### src/rtl/data_receiver_pkg.sv
// data_receiver shared constants: widths, state encodings, edge bundle.
// Optional stall timeout is enabled with DATA_RECEIVER_TIMEOUT_EN.
package data_receiver_pkg;

    localparam int DATA_RECEIVER_WIDTH = 64;
    localparam int DATA_RECEIVER_SYNC = 2;
    localparam int DATA_RECEIVER_TIMEOUT = 1000000;

    localparam logic [1:0] IDLE = 2'd0;
    localparam logic [1:0] RECEIVE = 2'd1;
    localparam logic [1:0] WAIT_END = 2'd2;

    typedef struct packed {
        logic level;
        logic rise;
        logic fall;
    } link_edge_t;

endpackage

### src/rtl/data_receiver_if.sv
// data_receiver link bundle: three-wire serial input plus word output.
// master drives the link, slave is the receiver.
interface data_receiver_if
    import data_receiver_pkg::*;
#(
    parameter int WIDTH = DATA_RECEIVER_WIDTH
);
    localparam int CW = $clog2(WIDTH + 1);

    logic             in_transmission;
    logic             in_clock;
    logic             in_data;
    logic [WIDTH-1:0] out_data;
    logic             valid;
    logic             frame_error;
    logic             busy;
    logic [CW-1:0]    bit_count;

    modport master (
        output in_transmission,
        output in_clock,
        output in_data,
        input  out_data,
        input  valid,
        input  frame_error,
        input  busy,
        input  bit_count
    );

    modport slave (
        input  in_transmission,
        input  in_clock,
        input  in_data,
        output out_data,
        output valid,
        output frame_error,
        output busy,
        output bit_count
    );

endinterface

### src/rtl/data_receiver_sync_edge.sv
// Multi-flop synchroniser with registered level / rise / fall outputs.
// Edges are suppressed until the chain holds only post-reset samples.
module data_receiver_sync_edge
    import data_receiver_pkg::*;
#(
    parameter int SYNC_STAGES = DATA_RECEIVER_SYNC
) (
    input  logic       clk,
    input  logic       rst,
    input  logic       din,
    output link_edge_t ev
);

    logic [SYNC_STAGES-1:0] sync_q;
    logic                   prev_q;
    logic [SYNC_STAGES:0]   fill_q;
    logic                   last;
    logic                   primed;

    assign last   = sync_q[SYNC_STAGES-1];
    // A line already high at reset release must not look like a rise.
    assign primed = &fill_q;

    always_ff @(posedge clk) begin
        if (rst) begin
            sync_q <= '0;
            prev_q <= 1'b0;
            fill_q <= '0;
            ev     <= '0;
        end else begin
            sync_q   <= {sync_q[SYNC_STAGES-2:0], din};
            prev_q   <= last;
            fill_q   <= {fill_q[SYNC_STAGES-1:0], 1'b1};
            ev.level <= last;
            ev.rise  <= primed & last & ~prev_q;
            ev.fall  <= primed & ~last & prev_q;
        end
    end

endmodule

### src/rtl/data_receiver.sv
// Three-wire serial link deserialiser, MSB-first, with framing checks.
// Define DATA_RECEIVER_TIMEOUT_EN to abort frames whose link clock stalls.
module data_receiver
    import data_receiver_pkg::*;
#(
    parameter int WIDTH          = DATA_RECEIVER_WIDTH,
    parameter int SYNC_STAGES    = DATA_RECEIVER_SYNC,
    parameter int TIMEOUT_CYCLES = DATA_RECEIVER_TIMEOUT
) (
    input logic           clk,
    input logic           rst,
    data_receiver_if.slave link
);

    localparam int CW = $clog2(WIDTH + 1);
    localparam logic [CW-1:0] FULL = CW'(WIDTH);

    if (SYNC_STAGES < 2 || TIMEOUT_CYCLES < 1) begin : g_bad_param
        $error("data_receiver: SYNC_STAGES >= 2, TIMEOUT_CYCLES >= 1");
    end

    link_edge_t trans_e;
    link_edge_t clock_e;
    link_edge_t data_e;

    data_receiver_sync_edge #(.SYNC_STAGES(SYNC_STAGES)) u_trans (
        .clk (clk),
        .rst (rst),
        .din (link.in_transmission),
        .ev  (trans_e)
    );

    data_receiver_sync_edge #(.SYNC_STAGES(SYNC_STAGES)) u_clock (
        .clk (clk),
        .rst (rst),
        .din (link.in_clock),
        .ev  (clock_e)
    );

    data_receiver_sync_edge #(.SYNC_STAGES(SYNC_STAGES)) u_data (
        .clk (clk),
        .rst (rst),
        .din (link.in_data),
        .ev  (data_e)
    );

    logic [1:0]       state_q;
    logic [WIDTH-1:0] shift_q;
    logic [WIDTH-1:0] out_q;
    logic [CW-1:0]    cnt_q;
    logic             ovr_q;
    logic             valid_q;
    logic             err_q;

    logic [WIDTH-1:0] shift_n;
    logic [CW-1:0]    cnt_n;
    logic             ovr_n;
    logic             take;
    logic             good;
    logic             tmo_hit;

    assign take = (state_q == RECEIVE) && clock_e.rise;

    // The bit of this cycle is folded in before the end-of-frame check.
    always_comb begin
        shift_n = shift_q;
        cnt_n   = cnt_q;
        ovr_n   = ovr_q;
        if (take) begin
            if (cnt_q == FULL) begin
                ovr_n = 1'b1;
            end else begin
                shift_n = {shift_q[WIDTH-2:0], data_e.level};
                cnt_n   = cnt_q + 1'b1;
            end
        end
        good = (cnt_n == FULL) && !ovr_n;
    end

`ifdef DATA_RECEIVER_TIMEOUT_EN
    localparam int TW = $clog2(TIMEOUT_CYCLES + 1);
    localparam logic [TW-1:0] TMO_LAST = TW'(TIMEOUT_CYCLES - 1);

    logic [TW-1:0] tmo_q;

    assign tmo_hit = (state_q == RECEIVE) && !take && (tmo_q == TMO_LAST);

    always_ff @(posedge clk) begin
        if (rst || state_q != RECEIVE || take) begin
            tmo_q <= '0;
        end else begin
            tmo_q <= tmo_q + 1'b1;
        end
    end
`else
    assign tmo_hit = 1'b0;
`endif

    always_ff @(posedge clk) begin
        if (rst) begin
            state_q <= IDLE;
            shift_q <= '0;
            out_q   <= '0;
            cnt_q   <= '0;
            ovr_q   <= 1'b0;
            valid_q <= 1'b0;
            err_q   <= 1'b0;
        end else begin
            valid_q <= 1'b0;
            err_q   <= 1'b0;
            unique case (1'b1)
                (state_q == IDLE): begin
                    if (trans_e.rise) begin
                        state_q <= RECEIVE;
                        shift_q <= '0;
                        cnt_q   <= '0;
                        ovr_q   <= 1'b0;
                    end
                end
                (state_q == RECEIVE): begin
                    shift_q <= shift_n;
                    cnt_q   <= cnt_n;
                    ovr_q   <= ovr_n;
                    if (trans_e.fall) begin
                        state_q <= IDLE;
                        if (good) begin
                            out_q   <= shift_n;
                            valid_q <= 1'b1;
                        end else begin
                            err_q <= 1'b1;
                        end
                    end else if (tmo_hit) begin
                        state_q <= WAIT_END;
                        err_q   <= 1'b1;
                    end
                end
`ifdef DATA_RECEIVER_TIMEOUT_EN
                (state_q == WAIT_END): begin
                    if (trans_e.fall) begin
                        state_q <= IDLE;
                    end
                end
`endif
                default: begin
                    state_q <= IDLE;
                end
            endcase
        end
    end

    assign link.out_data    = out_q;
    assign link.valid       = valid_q;
    assign link.frame_error = err_q;
    assign link.busy        = (state_q != IDLE);
    assign link.bit_count   = cnt_q;

endmodule

### src/flat_wrapper.sv
// flat-port wrapper written by rule: the top's interface ports become plain ports
module data_receiver_flat import data_receiver_pkg::*;
#(
    parameter int WIDTH          = DATA_RECEIVER_WIDTH,
    parameter int SYNC_STAGES    = DATA_RECEIVER_SYNC,
    parameter int TIMEOUT_CYCLES = DATA_RECEIVER_TIMEOUT
)
  (clk, rst, link_in_transmission, link_in_clock, link_in_data, link_out_data, link_valid, link_frame_error, link_busy, link_bit_count);
  data_receiver_if #(.WIDTH(WIDTH)) link_i ();
  input logic clk;
  input logic rst;
  input wire logic [$bits(link_i.in_transmission)-1:0] link_in_transmission;
  input wire logic [$bits(link_i.in_clock)-1:0] link_in_clock;
  input wire logic [$bits(link_i.in_data)-1:0] link_in_data;
  output wire logic [$bits(link_i.out_data)-1:0] link_out_data;
  output wire logic [$bits(link_i.valid)-1:0] link_valid;
  output wire logic [$bits(link_i.frame_error)-1:0] link_frame_error;
  output wire logic [$bits(link_i.busy)-1:0] link_busy;
  output wire logic [$bits(link_i.bit_count)-1:0] link_bit_count;
  assign link_i.in_transmission = link_in_transmission;
  assign link_i.in_clock = link_in_clock;
  assign link_i.in_data = link_in_data;
  assign link_out_data = link_i.out_data;
  assign link_valid = link_i.valid;
  assign link_frame_error = link_i.frame_error;
  assign link_busy = link_i.busy;
  assign link_bit_count = link_i.bit_count;
  data_receiver #(.WIDTH(WIDTH), .SYNC_STAGES(SYNC_STAGES), .TIMEOUT_CYCLES(TIMEOUT_CYCLES)) u_core (.clk(clk), .rst(rst), .link(link_i));
endmodule
### config.mk
export PLATFORM = sky130hd
export DESIGN_NAME = data_receiver_flat
export DESIGN_NICKNAME = d
export VERILOG_FILES = /design/src/rtl/data_receiver_pkg.sv /design/src/rtl/data_receiver_if.sv /design/src/rtl/data_receiver_sync_edge.sv /design/src/rtl/data_receiver.sv /design/src/flat_wrapper.sv
export SDC_FILE = /design/constraint.sdc
export NUM_CORES = 1
export LEC_CHECK = 0
export ABC_AREA = 1
export ABC_CLOCK_PERIOD_IN_PS = 5250
export BUFFER_PORTS_ARGS = -buffer_cell sky130_fd_sc_hd__buf_2
export CAP_MARGIN = 30
export CORE_MARGIN = 3
export CORE_UTILIZATION = 63
export DETAILED_ROUTE_END_ITERATION = 7
export MAX_ROUTING_LAYER = met4
export PLACE_DENSITY = 0.92
export SLEW_MARGIN = 10
export SYNTH_ARGS = -nofsm -noshare
export SYNTH_HDL_FRONTEND = slang
export SYNTH_HIERARCHICAL = 1
export SYNTH_SLANG_ARGS = --single-unit
export TNS_END_PERCENT = 20
### constraint.sdc
create_clock -name clk -period 5.25 [get_ports clk]
set_input_delay 0.7875 -clock clk [delete_from_list [all_inputs] [get_ports clk]]
set_output_delay 0.7875 -clock clk [all_outputs]
set_load 0.02 [all_outputs]
# Yosys cells after proc, flatten, opt, wreduce, memory -nomap -nowiden
# Cells that the tools add are included.
# Widths: inputs -> output; s select.
# totals
regBits	158
word_cells	68
out_inout_bits	74
# classes
bitwise_logic	11
mux	19
reduce_logical	12
n_eq_ne	5
addsub	1
# op_table
cell	n
$mux 64	3
$pmux 64 s2	1
$mux 7	3
$eq 7x7->1 const B	2
$pmux 7 s2	1
$reduce_and 3->1	3
$add 7x1->7 const B	1
$mux 1	7
$and 1x1->1	6
$not 1->1	5
$mux 2	2
$ne 2x2->1 const B	2
$pmux 2 s2	1
$reduce_and 2->1	2
$reduce_bool 2->1	2
$reduce_or 3->1	1
$eq 2x1->1 const B	1
$logic_and 1x1->1	2
$logic_not 2->1	1
$pmux 1 s2	1
$logic_not 1->1	1

# Depth between registers and ports, before layout
# Gate-level depths: netlist of the first run.
# logic_depth
depth_word	6
depth_mapped	14
mapped_depth_nobuf	13

# By module
# The synthesis of the first run kept the hierarchy.
# modules_own_cells
mod	area_each_um2	seq_area_each_um2	cells_each	n_inst
data_receiver	6446.2	2782.7	955	1
data_receiver_sync_edge	235.2	160.2	26	3

# Worst setup path before layout of the first run
# Ideal clock, no wire load.
# synth_path
path_type	reg2reg
from	register u_core.cnt_q[0] (netlist: u_core/link.bit_count[0])
to	register u_core.out_q[42] (netlist: u_core/link.out_data[42])
period_less_slack_ns	2.101
arrival_ns	1.989
setup_time_ns	0.113
slack_ns	3.149
stages_incl_launch_ff	15
path_cell_list	dfxtp_1 > inv_1 > ha_1 > inv_1 > nor2_1 > nand3_1 > nand2_1 > nand2_1 > nand3_1 > nor2_4 > nand3_2 > buf_6 > buf_6 > nor2_1 > nor2_1
# synth_between
elab_chain_len	6
elab_cells_between_ends	12
# synth_lines
item	line_no	source
from (decl)	data_receiver.sv:50	logic [CW-1:0] cnt_q;
from (signal assigned)	data_receiver.sv:122	cnt_q <= cnt_n;
$add 7x1->7 or $eq 7x7->1 (tied branches)	data_receiver.sv:74, data_receiver.sv:70	
$mux 7 or $mux 1 (tied branches)	data_receiver.sv:70	if (cnt_q == FULL) begin
$mux 7 or $mux 1 (tied branches)	data_receiver.sv:69	if (take) begin
$eq 7x7->1 or $logic_not 1->1 (tied branches)	data_receiver.sv:77	good = (cnt_n == FULL) && !ovr_n;
$logic_and 1x1->1	data_receiver.sv:77	
$reduce_and 3->1 (no source line)	n/a	
to (signal assigned)	data_receiver.sv:127	out_q <= shift_n;
to (decl)	data_receiver.sv:49	logic [WIDTH-1:0] out_q;
# Parallel ways exist; a longest one is shown, timed or not.
# A chain may end at the register's enable or synchronous reset.

# Final worst setup path of the first run
# layout_path
from	register u_core.cnt_q[1] (netlist: u_core/link.bit_count[1])
to	register u_core.out_q[58] (netlist: u_core/link.out_data[58])
# Same word-level chain as after synthesis.

==> impl_metrics.json, run 1 <==
{
  "outcome": "completed",
  "utilization": 0.761,
  "n_fill_cell": 689,
  "grt_pass1_wl_mm": 27.7,
  "worstHoldStart": "u_core/u_data/sync_q[0]$_SDFF_PP0_",
  "num_vias": 6555,
  "coreArea_sq_um": 10600,
  "multi_input_area_sq_um": 2860,
  "crit_type": "reg2reg",
  "setup_viol": 0,
  "powerDensity_nw_per_um2": 303,
  "grt_pass1_vias": 6064,
  "layout_commonest_cell": "nand2_1",
  "cts_tree": "yes",
  "cp.required_ps": 5660,
  "relSlewSlack": 0.393,
  "cap_violations": 0,
  "die_height_microns": 111,
  "layout_common_cells": "249 x nand2_1, 184 x inv_1, 157 x nor2_1, 157 x dfxtp_1, 78 x buf_2",
  "cts_root_buf": "clkbuf_8",
  "n_antenna_cell": 0,
  "start_util": 0.660,
  "pin_count": 79,
  "cp_max_fo": 82,
  "first_iter_violations": 724,
  "htreeDepth": 4,
  "tightest_slew_ps": 910,
  "min_period_ps": 3380,
  "grt.total_usage": 0.272,
  "worstPathArrival_ps": 3780,
  "grt_antenna_before_repair": 0,
  "post_cts_buffers": 0,
  "overflow": 0,
  "nets": 1066,
  "cts_buffer_depth": 2,
  "hold_end": "u_core/u_data/sync_q[1]$_SDFF_PP0_",
  "hold_buffers": 0,
  "fin_worst_skew_ps": 8.28,
  "vdd_ir_drop_max_mv": 0.226,
  "drv_slew": 0,
  "finalHoldViolCount": 0,
  "syn2layout_area_growth_pct": 15.3,
  "cts_buffers": 17,
  "numClockSinks": 157,
  "grt_setup_unrepaired": "false",
  "hold_path_class": "reg2reg",
  "synthCells": 1012,
  "total_leakage_power_nw": 3.95,
  "finalWirelength_mm": 16.7,
  "synth_area_sq_um": 6960,
  "numPortBuffers": 78,
  "dp_hpwl_mm": 8.70,
  "cts.repair.resized": 0,
  "r2r_end": "u_core/link.out_data[58]$_SDFFE_PP0P_",
  "dp.cells": 1174,
  "grt_max_degree": 99,
  "num_rows": 37,
  "hold_depth": 2,
  "period_share": 0.643,
  "ff2ff_path_depth": 13,
  "drc": 0,
  "seq_area_sq_um": 3140,
  "viasPerCell": 5.43,
  "yosys_warnings": 6,
  "stdcell_count": 1208,
  "drt_pass1_iterations": 6,
  "reg2reg_from": "u_core/link.bit_count[1]$_SDFFE_PP0P_",
  "timing.setup.tns_ps": 0,
  "max_freq_mhz": 296,
  "cts.clk_slew.worst_paths_ps": 60,
  "drt-wirelength-per-cell_microns": 13.9,
  "die_area_sq_um": 12300,
  "syn_area_per_cell_sq_um": 6.88,
  "cp-start-kind": "flip-flop",
  "die_width_microns": 111,
  "place.gp.congestion": 0.893,
  "drive_gt1_frac": 0.151,
  "clkLatencyLatePin_ps": 520,
  "syn_nets": 1019,
  "hold-worst-slack_ps": 405,
  "worst_setup_path_end_kind": "flip-flop",
  "antenna_left": 0,
  "r2r_setup_slack_ps": 1870
}
## through the flow
stage / setup slack (ps) / cell area [sq um] / power [mW]
6_report: 1870 / 8030 / 2.43
5_1_grt: 1570 / 8030 / 2.51
4_1_cts: 1460 / 7990 / 2.45
3_5_place_dp: 1650 / 7400 / 1.26
3_3_place_gp: 1300 / 7300 / 1.26
2_1_floorplan: 3150 / 6960 / 1.25
## power breakdown
group          switching (mW)  total, mW  leakage (nW)  internal, mW
registers             0.00192       1.20          1.27          1.20
logic                  0.0263     0.0347          2.40       0.00832
clock network           0.502       1.20         0.287         0.699
total                   0.530       2.43          3.95          1.90
## worst max-delay path by stage
stage / startpoint / endpoint / slack (ps) / cells after the start
final: u_core/link.bit_count[1]$_SDFFE_PP0P_ / u_core/link.out_data[58]$_SDFFE_PP0P_ / 1870 / 13
after global routing: u_core/link.bit_count[1]$_SDFFE_PP0P_ / u_core/link.out_data[44]$_SDFFE_PP0P_ / 1570 / 14
after detailed placement: u_core/state_q[0]$_SDFFE_PP0P_ / u_core/link.out_data[38]$_SDFFE_PP0P_ / 1650 / 12
after CTS: u_core/link.bit_count[1]$_SDFFE_PP0P_ / u_core/link.out_data[58]$_SDFFE_PP0P_ / 1460 / 13
after floorplan: u_core/link.bit_count[0]$_SDFFE_PP0P_ / u_core/link.out_data[42]$_SDFFE_PP0P_ / 3150 / 14
after global placement: u_core/state_q[0]$_SDFFE_PP0P_ / u_core/link.out_data[31]$_SDFFE_PP0P_ / 1300 / 10
## routing by layer
metal | track usage | wire length, microns
met2 | 0.434 | 7990
met1 | 0.328 | 6900
met4 | 0.134 | 652
met3 | 0.0584 | 1190
met5 | - | 0
## final cells by class
class                           instances  share of cell area
Sequential cell                       157               0.391
Inverter                              189              0.0883
Clock buffer                           18              0.0533
Clock inverter                         14              0.0195
Tap cell                              136              0.0212
Multi-Input combinational cell        606               0.356
Timing Repair Buffer                   88              0.0704
## critical path, cell delays in order, from the launching register on
cell	delay, ps
dfxtp_1	470
inv_1	120
ha_1	200
inv_1	80
nor2_1	80
nand3_1	190
nand2_4	210
nand2_1	150
nand3_1	130
nor2_4	610
nand3_4	390
buf_16	320
nor2_1	200
nor2_1	70
## flip-flops by register name (all words and copies together), names as in the netlist, 3 cells and up
| signal | flops |
|---|---|
| u_core/link.bit_count | 7 |
| u_core/link.out_data | 64 |
| u_core/shift_q | 64 |
| u_core/u_clock/fill_q | 3 |
| u_core/u_trans/fill_q | 3 |
No activity file was read; power rests on OpenSTA's default activity.
==> run 2: changes to the inputs <==
Settings changed: ABC_CLOCK_PERIOD_IN_PS 5250 to 3000, CORE_UTILIZATION 63 to 53, PLACE_DENSITY 0.92 to 0.83.
Clock period 5.25 ns to 3 ns, I/O delays scaled along.
==> run 2 against run 1 <==
- cell count rose by 3.1%
- worst setup slack got worse by 1400 ps
- hold slack got worse by 180 ps
- die area rose by 18%
- critical path depth rose by 1
- fmax rose by 36%
- utilization fell by 13 points
==> impl_metrics.json, run 2 (synthesis results as in run 1) <==
{
  "worst_setup_path_end_kind": "flip-flop",
  "htreeDepth": 4,
  "period_share": 0.827,
  "grt_setup_unrepaired": "false",
  "num_vias": 6042,
  "utilization": 0.628,
  "drt-wirelength-per-cell_microns": 11.4,
  "nets": 1070,
  "setup_viol": 0,
  "num_rows": 41,
  "worstPathArrival_ps": 2840,
  "dp_hpwl_mm": 8.65,
  "die_width_microns": 121,
  "grt_antenna_before_repair": 0,
  "vdd_ir_drop_max_mv": 0.312,
  "finalHoldViolCount": 0,
  "drv_slew": 0,
  "powerDensity_nw_per_um2": 519,
  "layout_commonest_cell": "nand2_1",
  "total_power_mw": 4.14,
  "total_leakage_power_nw": 3.92,
  "cts_tree": "yes",
  "cts_root_buf": "clkbuf_16",
  "seqPwrFrac": 0.506,
  "post_cts_buffers": 0,
  "coreArea_sq_um": 12700,
  "cap_violations": 0,
  "cp_max_fo": 26,
  "grt.total_usage": 0.212,
  "die_height_microns": 121,
  "p_sw_mw": 0.840,
  "r2r_setup_slack_ps": 520,
  "n_antenna_cell": 0,
  "cts.clk_slew.worst_paths_ps": 60,
  "hold_path_class": "in2reg",
  "cts_buffer_depth": 2,
  "outcome": "completed",
  "relSlewSlack": 0.590,
  "drive_gt1_frac": 0.150,
  "fin_worst_skew_ps": 8.50,
  "start_util": 0.547,
  "syn2layout_area_growth_pct": 14.8,
  "max_freq_mhz": 403,
  "switching_share": 0.203,
  "overflow": 0,
  "finalWirelength_mm": 14.2,
  "cp.required_ps": 3360,
  "design_area_sq_um": 7990,
  "grt_pass1_wl_mm": 24.7,
  "postPlaceCellArea_sq_um": 7450,
  "viasPerCell": 4.85,
  "pwr-share-comb": 0.015,
  "numPortBuffers": 78,
  "tightest_slew_ps": 615,
  "numClockSinks": 157,
  "layout_common_cells": "249 x nand2_1, 184 x inv_1, 157 x nor2_1",
  "drt_pass1_iterations": 5,
  "timing.setup.tns_ps": 0,
  "antenna_left": 0,
  "place.gp.congestion": 0.901,
  "clkLatencyLatePin_ps": 420,
  "cts.repair.resized": 0,
  "cp-start-kind": "flip-flop",
  "p_int_mw": 3.30,
  "hold_buffers": 0,
  "die_area_sq_um": 14500,
  "min_period_ps": 2480,
  "n_fill_cell": 1151,
  "crit_type": "reg2reg",
  "grt_max_degree": 90,
  "pin_count": 79,
  "grt_pass1_vias": 5659,
  "drc": 0,
  "clockPowerShare": 0.479,
  "first_iter_violations": 438,
  "cts_buffers": 17
}
[run 2: power by group through the flow]
| stage | combinational [mW] | clock (mW) | sequential (mW) |
|---|---|---|---|
| 5_1_grt | 0.0694 | 2.11 | 2.10 |
| 3_5_place_dp | 0.0610 | 0 | 2.14 |
| 2_1_floorplan | 0.0420 | 0 | 2.14 |
| 6_report | 0.0607 | 1.99 | 2.10 |
| 3_3_place_gp | 0.0605 | 0 | 2.14 |
| 4_1_cts | 0.0610 | 2.02 | 2.10 |
[run 2: per-layer routing]
layer / vias up / track usage / part of all wire
li1: 3198 / - / -
met2: 143 / 0.349 / 0.47
met4: 0 / 0.0885 / 0.020
met1: 2682 / 0.255 / 0.47
met3: 19 / 0.0402 / 0.048
met5: - / - / 0
[run 2: cell type report]
| type | count | area [sq um] | share of cell area |
|---|---|---|---|
| Clock buffer | 24 | 482 | 0.0603 |
| Clock inverter | 6 | 61.3 | 0.00767 |
| Inverter | 189 | 709 | 0.0888 |
| Multi-Input combinational cell | 606 | 2860 | 0.358 |
| Sequential cell | 157 | 3140 | 0.393 |
| Tap cell | 172 | 215 | 0.0269 |
| Timing Repair Buffer | 92 | 520 | 0.0651 |
[run 2: through the flow]
stage | hold WS (ps) | setup slack [ps] | std cells
5_1_grt | 228 | 229 | 1246
4_1_cts | 213 | 521 | 1246
2_1_floorplan | 388 | 899 | 1012
3_3_place_gp | 393 | 644 | 1216
3_5_place_dp | 395 | 565 | 1216
6_report | 228 | 520 | 1246
[run 2: path summary, 6_finish.rpt]
kind | from | end | depth (start not counted)
min reg2reg | u_core/u_trans/sync_q[0]$_SDFF_PP0_ | u_core/u_trans/sync_q[1]$_SDFF_PP0_ | 2
min | link_in_transmission | u_core/u_trans/sync_q[0]$_SDFF_PP0_ | 3
max reg2reg | u_core/link.bit_count[0]$_SDFFE_PP0P_ | u_core/link.out_data[33]$_SDFFE_PP0P_ | 14
max | u_core/link.bit_count[0]$_SDFFE_PP0P_ | u_core/link.out_data[33]$_SDFFE_PP0P_ | 14
[run 2: critical path, cell delays in order (launching register included)]
cell,delay (ps)
dfxtp_1,420
inv_1,100
ha_1,200
inv_1,50
nor2_1,40
nand3_1,150
nand2_4,190
nand2_1,140
nand3_1,120
nor2_4,130
nand3_4,280
buf_4,340
nand2_1,100
nand2_1,70
nor2_1,90
==> run 3: changes to the inputs <==
Settings changed: ABC_AREA 1 to 0, ABC_CLOCK_PERIOD_IN_PS 3000 to 2370, CORE_UTILIZATION 53 to 59, PLACE_DENSITY 0.83 to 0.87.
Clock period 3 ns to 2.37 ns, I/O delays scaled along.
==> run 3 against run 2 <==
- the run now ends with negative setup slack left
- clock-buffer cell count is 5 lower
- sequential share of layout area is 3.3 points lower
- non-clock buffer count is 30 higher
- routed wire length is 49% higher
- area after synthesis is 4.4% higher
- register-to-register slack worse by 590 ps
- flip-flop and latch count stayed put
- combinational power is 34% higher
- hold slack worse by 82 ps
- first-iteration DRC count is 140% higher
- highest routed layer unchanged
==> impl_metrics.json, run 3 <==
{
  "synth_area_sq_um": 7270,
  "cts_tree": "yes",
  "utilization": 0.747,
  "grt.total_usage": 0.285,
  "num_rows": 39,
  "cts_buffers": 17,
  "timing.final.ws_setup_ps": -72.3,
  "tightest_slew_ps": 557,
  "pin_count": 79,
  "worstPathArrival_ps": 2760,
  "layout_common_cells": "153 x dfxtp_1, 85 x nand2_1, 77 x buf_2",
  "cts_buffer_depth": 2,
  "vdd_ir_drop_max_mv": 0.519,
  "cp_num_buf_inv": 2,
  "grt_max_degree": 65,
  "crit_family": "compound AO/OA/AOI/OAI gates",
  "timing.setup.tns_ps": -1600,
  "drt-wirelength-per-cell_microns": 21.8,
  "drive_gt1_frac": 0.321,
  "fin_worst_skew_ps": 7.64,
  "antenna_left": 0,
  "total_leakage_power_nw": 3.45,
  "nets": 822,
  "drv_slew": 0,
  "grt_pass1_vias": 6205,
  "cp_max_fo": 21,
  "hold_buffers": 0,
  "syn2layout_area_growth_pct": 20.3,
  "worst_setup_path_end_kind": "flip-flop",
  "crit_path_max_incr_delay_ps": 430,
  "start_util": 0.621,
  "overflow": 0,
  "htreeDepth": 4,
  "first_iter_violations": 1044,
  "grt_antenna_before_repair": 0,
  "numClockSinks": 157,
  "layout_commonest_cell": "dfxtp_1",
  "cts_root_buf": "clkbuf_16",
  "hold_path_class": "in2reg",
  "clkLatencyLatePin_ps": 430,
  "place.gp.congestion": 0.940,
  "n_fill_cell": 700,
  "cap_violations": 0,
  "numPortBuffers": 78,
  "syn_nets": 768,
  "viasPerCell": 6.95,
  "setup_viol": 61,
  "grt_pass1_wl_mm": 30.2,
  "max_freq_mhz": 409,
  "period_share": 1.03,
  "powerDensity_nw_per_um2": 621,
  "synthCells": 761,
  "die_height_microns": 117,
  "die_width_microns": 117,
  "dp.cells": 925,
  "outcome": "complete, but fails checks",
  "finalWirelength_mm": 21.2,
  "crit_type": "reg2reg",
  "grt_setup_unrepaired": "true",
  "total_power_mw": 5.43,
  "worstPathCellList": "ha_4 -> nand4_1 -> or3_4 -> o31ai_4 -> buf_6 -> buf_12 -> a41oi_1 -> a311oi_1",
  "drt_pass1_iterations": 6,
  "cp-start-kind": "flip-flop",
  "yosys_warnings": 6,
  "cts.clk_slew.worst_paths_ps": 60,
  "dp_hpwl_mm": 10.9,
  "cp_slowest_cell": "or3_4",
  "syn_area_per_cell_sq_um": 9.55,
  "num_vias": 6747,
  "cp.required_ps": 2680,
  "stdcell_count": 971,
  "die_area_sq_um": 13700,
  "min_period_ps": 2440,
  "violations": "negative setup slack",
  "finalHoldViolCount": 0,
  "relSlewSlack": 0.629,
  "coreArea_sq_um": 11700,
  "drc": 0,
  "n_antenna_cell": 0
}
==> run 3: final cells by class <==
type	instances	area, sq um	share of cell area
clock buffers	19	443	0.0506
inverters	9	33.8	0.00386
clock inverters	13	140	0.0160
repair buffers	122	998	0.114
well taps	143	179	0.0205
flip-flops and latches	157	3150	0.361
multi-input cells	508	3800	0.434
==> run 3: what timing repair did <==
item	4_1_cts	5_1_grt
setup endpoints to repair	23	80
cloned	1	5
pin swaps	2	43
setup buffers	3	5
hold endpoints to repair	0	0
gates resized for setup	2	27
==> run 3: per-layer routing <==
layer | track usage | wire (microns)
met3 | 0.0643 | 1870
met2 | 0.458 | 10500
met5 | - | 0
met4 | 0.131 | 784
met1 | 0.343 | 8020
==> run 3: power by group <==
group | total (mW) | leakage [nW] | switching [mW] | internal (mW)
Sequential | 2.65 | 1.27 | 0.00738 | 2.65
Clock | 2.70 | 0.276 | 1.12 | 1.58
Combinational | 0.0812 | 1.91 | 0.0460 | 0.0351
Total | 5.43 | 3.45 | 1.17 | 4.26
==> run 3: path summary, 6_finish.rpt <==
path                                              start                                    end  slack (ps)  cells after the start
setup reg to reg  u_core/link.bit_count[1]$_SDFFE_PP0P_  u_core/link.out_data[28]$_SDFFE_PP0P_         -70                      8
hold / removal                             link_in_data     u_core/u_data/sync_q[0]$_SDFF_PP0_         150                      2
hold reg to reg        u_core/u_clock/prev_q$_SDFF_PP0_        u_core/u_clock/ev[1]$_SDFF_PP0_         410                      1
setup / recovery  u_core/link.bit_count[1]$_SDFFE_PP0P_  u_core/link.out_data[28]$_SDFFE_PP0P_         -70                      8
==> run 3: through the flow <==
step	worst slack [ps]	area, sq um	hold WS, ps
floorplan	52.7	7270	388
global placement	98.7	7830	397
detailed placement	-29.0	7830	396
CTS	-15.5	8480	134
global route	-119	8750	147
finish	-72.3	8750	146
